`src/rtl/inst_fetch.sv`:
```
// inst_fetch: PC owner issuing single-outstanding imem reads into a 2-entry (pc, inst) FIFO with redirect flush.
module inst_fetch #(
    parameter int ADDR_W = 32,
    parameter int DATA_W = 32,
    parameter logic [ADDR_W-1:0] RESET_PC = '0,
    parameter int PC_INC = 4
) (
    input  logic              clk,
    input  logic              rst,
    output logic              imem_req_o,
    output logic [ADDR_W-1:0] imem_addr_o,
    input  logic              imem_gnt_i,
    input  logic              imem_rvalid_i,
    input  logic [DATA_W-1:0] imem_rdata_i,
    input  logic              redirect_i,
    input  logic [ADDR_W-1:0] redirect_pc_i,
    output logic              if_valid_o,
    output logic [ADDR_W-1:0] if_pc_o,
    output logic [DATA_W-1:0] if_inst_o,
    input  logic              id_ready_i
);
    localparam int EW = ADDR_W + DATA_W;
    typedef enum logic {S_REQ, S_WAIT} state_e;
    state_e state_q, state_d;
    logic [ADDR_W-1:0] pc_q, pc_d, req_pc_q, req_pc_d;
    logic discard_q, discard_d;
    logic [1:0] count_q, count_d;
    logic [EW-1:0] e0_q, e0_d, e1_q, e1_d;
    logic hs, push, pop, resp;
    assign imem_req_o = !rst && state_q == S_REQ && count_q < 2'd2;
    assign imem_addr_o = imem_req_o ? pc_q : '0;
    assign hs = imem_req_o && imem_gnt_i;
    assign resp = state_q == S_WAIT && imem_rvalid_i;
    assign push = resp && !discard_q && !redirect_i;
    assign if_valid_o = !rst && count_q != 2'd0;
    assign pop = if_valid_o && id_ready_i && !redirect_i;
    assign {if_pc_o, if_inst_o} = if_valid_o ? e0_q : '0;
    always_comb begin
        state_d = hs ? S_WAIT : resp ? S_REQ : state_q;
        req_pc_d = hs ? pc_q : req_pc_q;
        pc_d = redirect_i ? redirect_pc_i : hs ? pc_q + ADDR_W'(PC_INC) : pc_q;
        // A redirect with a request still in flight must swallow that response.
        discard_d = (redirect_i && (hs || (state_q == S_WAIT && !imem_rvalid_i))) ? 1'b1 :
                    resp ? 1'b0 : discard_q;
        e0_d = pop ? e1_q : e0_q;
        e1_d = e1_q;
        if (push) begin
            if ((count_q - {1'b0, pop}) == 2'd0) e0_d = {req_pc_q, imem_rdata_i};
            else e1_d = {req_pc_q, imem_rdata_i};
        end
        count_d = redirect_i ? 2'd0 : count_q + {1'b0, push} - {1'b0, pop};
    end
    always_ff @(posedge clk) begin
        if (rst) begin
            state_q <= S_REQ;
            pc_q <= RESET_PC;
            req_pc_q <= '0;
            discard_q <= 1'b0;
            count_q <= 2'd0;
            e0_q <= '0;
            e1_q <= '0;
        end else begin
            state_q <= state_d;
            pc_q <= pc_d;
            req_pc_q <= req_pc_d;
            discard_q <= discard_d;
            count_q <= count_d;
            e0_q <= e0_d;
            e1_q <= e1_d;
        end
    end
    assert property (@(posedge clk) disable iff (rst) !(push && count_q == 2'd2));
endmodule

```
`config.mk`:
```
export PLATFORM = sky130hd
export DESIGN_NAME = inst_fetch
export DESIGN_NICKNAME = d
export VERILOG_FILES = /design/src/rtl/inst_fetch.sv
export SDC_FILE = /design/constraint.sdc
export NUM_CORES = 1
export LEC_CHECK = 0
export CAP_MARGIN = 20
export CORE_UTILIZATION = 48
export CTS_CLUSTER_DIAMETER = 100
export DETAILED_ROUTE_END_ITERATION = 8
export PLACE_DENSITY = 0.83
export SYNTH_ARGS = -nofsm -noshare
export SYNTH_HDL_FRONTEND = slang
export SYNTH_SLANG_ARGS = --single-unit
export TNS_END_PERCENT = 100
```
`constraint.sdc`:
```
create_clock -name clk -period 2.4 [get_ports clk]
set_clock_uncertainty 0.1 [all_clocks]
set_input_delay 0.48 -clock clk [delete_from_list [all_inputs] [get_ports clk]]
set_output_delay 0.48 -clock clk [all_outputs]
set_load 0.01 [all_outputs]
```
==> qor.txt <==
Post-DRT Antenna Nets: 0
Avg Cell Area, Syn: 8.72 µm²
Slew headroom: 48.0%
Via count: 8817
Worst-path clk slew: 0.07 ns
Die H: 143 µm
FFs w/ async S/R, synth: 0%
Clock sink count: 196
Final Hold Viols: 0
Prevailing post-synth register cell: dfxtp_1
Core ar.: 19500 µm²
Crit. End Element: output pin
Post-Syn Instances: 1100
Die span in x: 143 µm
DR pass1 iterations: 6
Worst hold path type: flip-flop to flip-flop
Max-cap violations: 0
Post-route setup TNS: 0 ns
Row cnt: 51
Clk_lat worst skew: 0.44 ns
CTS buffer count: 17
Fin Hold WS: 0.375 ns
Clock tree root buffer cell: clkbuf_16
NumNets Final: 1338
Gpl congestion: 0.917
Mapped cell area: 9590 µm²
Synth top area share: 40.9%
Pwr dens: 568 nW/µm²
Storage cell area: 3930 µm²
Hold-fix buffers, CTS: 0
Worst VDD drop: 0.473 mV
Antenna violations before repair: 0
Startpoint types: flip-flop
Total global-route track usage: 26.0%
Number of synthesized flops with an enable pin: 0
Multi-input gate area: 5150 µm²
Seq/Total Area, Yosys: 40.9%
DRC: 0
Most common library cells after synthesis: dfxtp_1, and2_1, a21oi_1, nor2_1, nand2_1
Yosys warns: 0
Critical-path maximum fanout: 8
Register bit count reported by yosys: 196
GRT overflow: 0
Number of global-route vias before repair: 8190
Layout cells sized above 1: 17.5%
DRT iter0 DRCs: 832
Buffers added on ports: 167
Initial Utilization: 49.1%
Pre-CTS WS: -0.285 ns
Largest cells by area after synthesis: dfxtp_1, a211oi_2, mux2i_1
Worst slew pin tran: 0.779 ns
Max Fclk: 419 MHz
Largest area contributor in the netlist: dfxtp_1
Final min period: 2.39 ns
Global-route wire length before repair: 41700 µm
Vias per inst: 5.71
Kind of critical path: flip-flop to output pin
Tcrit/Tclk final: 99.4%
Final Max Slew Viols: 0
Largest net degree at the start of global routing: 68
I/O Pins: 168
RSZ-0062 raised after global routing: yes
Post-DP HPWL: 17200 µm
Cell with the most instances after synthesis: dfxtp_1
Avg WL per Cell: 17.5 µm
Layout fillers: 1637
CP required: 1.82 ns
Post-Syn Nets: 1172
Wirelength, routed: 27100 µm
Htree depth: 4
Unique masters post-synth: 63
Final WS setup: 0.0146 ns
Status: finished, final reports clean
# diodes: 0
Final Setup Violations: 0
Worst path arrival time: 1.81 ns
CTS tree: done
Layout Area Growth over Synthesis: 30.7%
Leakage Power: 4.87 nW
Die area: 20500 µm²
Clk buf depth: 2
[critical path, stage by stage (launching register included)]
cell           delay (ns)
dfxtp_4              0.37
nor3_4               0.27
buf_4                0.18
clkbuf_16            0.15
and2_1               0.13
dlygate4sd2_1        0.26
[placed cells by master, fill, tap and decap left out, drive strengths merged, types with 3 or more instances in the layout]
cell,n
dfxtp,196
and2,101
a21oi,100
buf,100
nor2,94
nand2,81
nand3,78
o21ai,73
a211oi,71
clkdlybuf4s50,69
mux2i,66
dlygate4sd2,66
clkbuf,21
nand4,17
nor3,11
a311oi,10
dlymetal6s2s,10
inv,10
and3,9
or4,8
o31ai,7
and4,6
or3,5
clkdlybuf4s15,5
or2,5
xnor2,5
clkinv,5
o2111a,4
nor4,4
a211o,3
nor2b,3
xor2,3
nor4b,3
[layer usage]
metal / track usage, % / routed length (µm) / vias to the layer above
li1: - / - / 4246
met1: 34.1 / 11200 / 4111
met2: 43.0 / 13100 / 426
met3: 4.67 / 2300 / 34
met4: 8.62 / 487 / 0
met5: 0 / 0 / -
[cells by family (layout without fill, tap and decap cells)]
logic type	after synthesis	in the layout	share of synthesized area, %
buffers and inverters	112	291	5.98
AOI/OAI and AO/OA	286	286	21.8
adders and majority gates	2	2	0.261
DFF	196	196	40.9
and+or+nand+nor	430	430	23.4
muxes	66	66	6.89
xor gates and xnor gates	8	8	0.731
[per-stage QoR]
step                      utilization [%]  power [W]  instances  cell area (µm²)
after floorplan                         -    0.00390       1100             9630
after global placement               60.8    0.00425       1502            11900
after detailed placement             60.8    0.00426       1502            11900
after CTS                            63.6    0.00711       1538            12400
after global routing                 64.2    0.00736       1544            12500
final                                64.2    0.00712       1544            12500
[power breakdown]
part | switching, W | internal (W) | leakage, nW
sequential | 0.0000997 | 0.00335 | 1.59
clock | 0.00129 | 0.00161 | 0.292
combinational | 0.000408 | 0.000366 | 2.98
total | 0.00180 | 0.00533 | 4.87
[final cells by class]
class | count | area share (%)
flip-flops and latches | 196 | 31.4
clock buffers | 19 | 3.61
repair buffers | 253 | 19.9
clock inverters | 13 | 1.19
multi-input cells | 792 | 41.1
inverters | 6 | 0.180
well taps | 265 | 2.65
[path summary, 6_finish.rpt]
| kind | from | slack [ns] | to | cells after the start |
|---|---|---|---|---|
| max | count_q[1] | 0.01 | imem_addr_o[19] | 5 |
| min | e1_q[46] | 0.37 | e1_q[46] | 2 |
| max reg2reg | pc_q[14] | 0.25 | pc_q[22] | 5 |
| min reg2reg | e1_q[46] | 0.37 | e1_q[46] | 2 |
[state kept, by name, summed over array words and instances, names as in the netlist]
register / flops
pc_q: 32
discard_q: 1
count_q: 2
state_q: 1
e0_q: 64
req_pc_q: 32
e1_q: 64
[what timing repair did]
action,4_1_cts,5_1_grt
pin swaps,3,1
setup endpoints to repair,98,10
buffers inserted,1,4
cloned,3,2
resized for setup,144,15
Note: power is estimated with default switching activity, not from simulation.
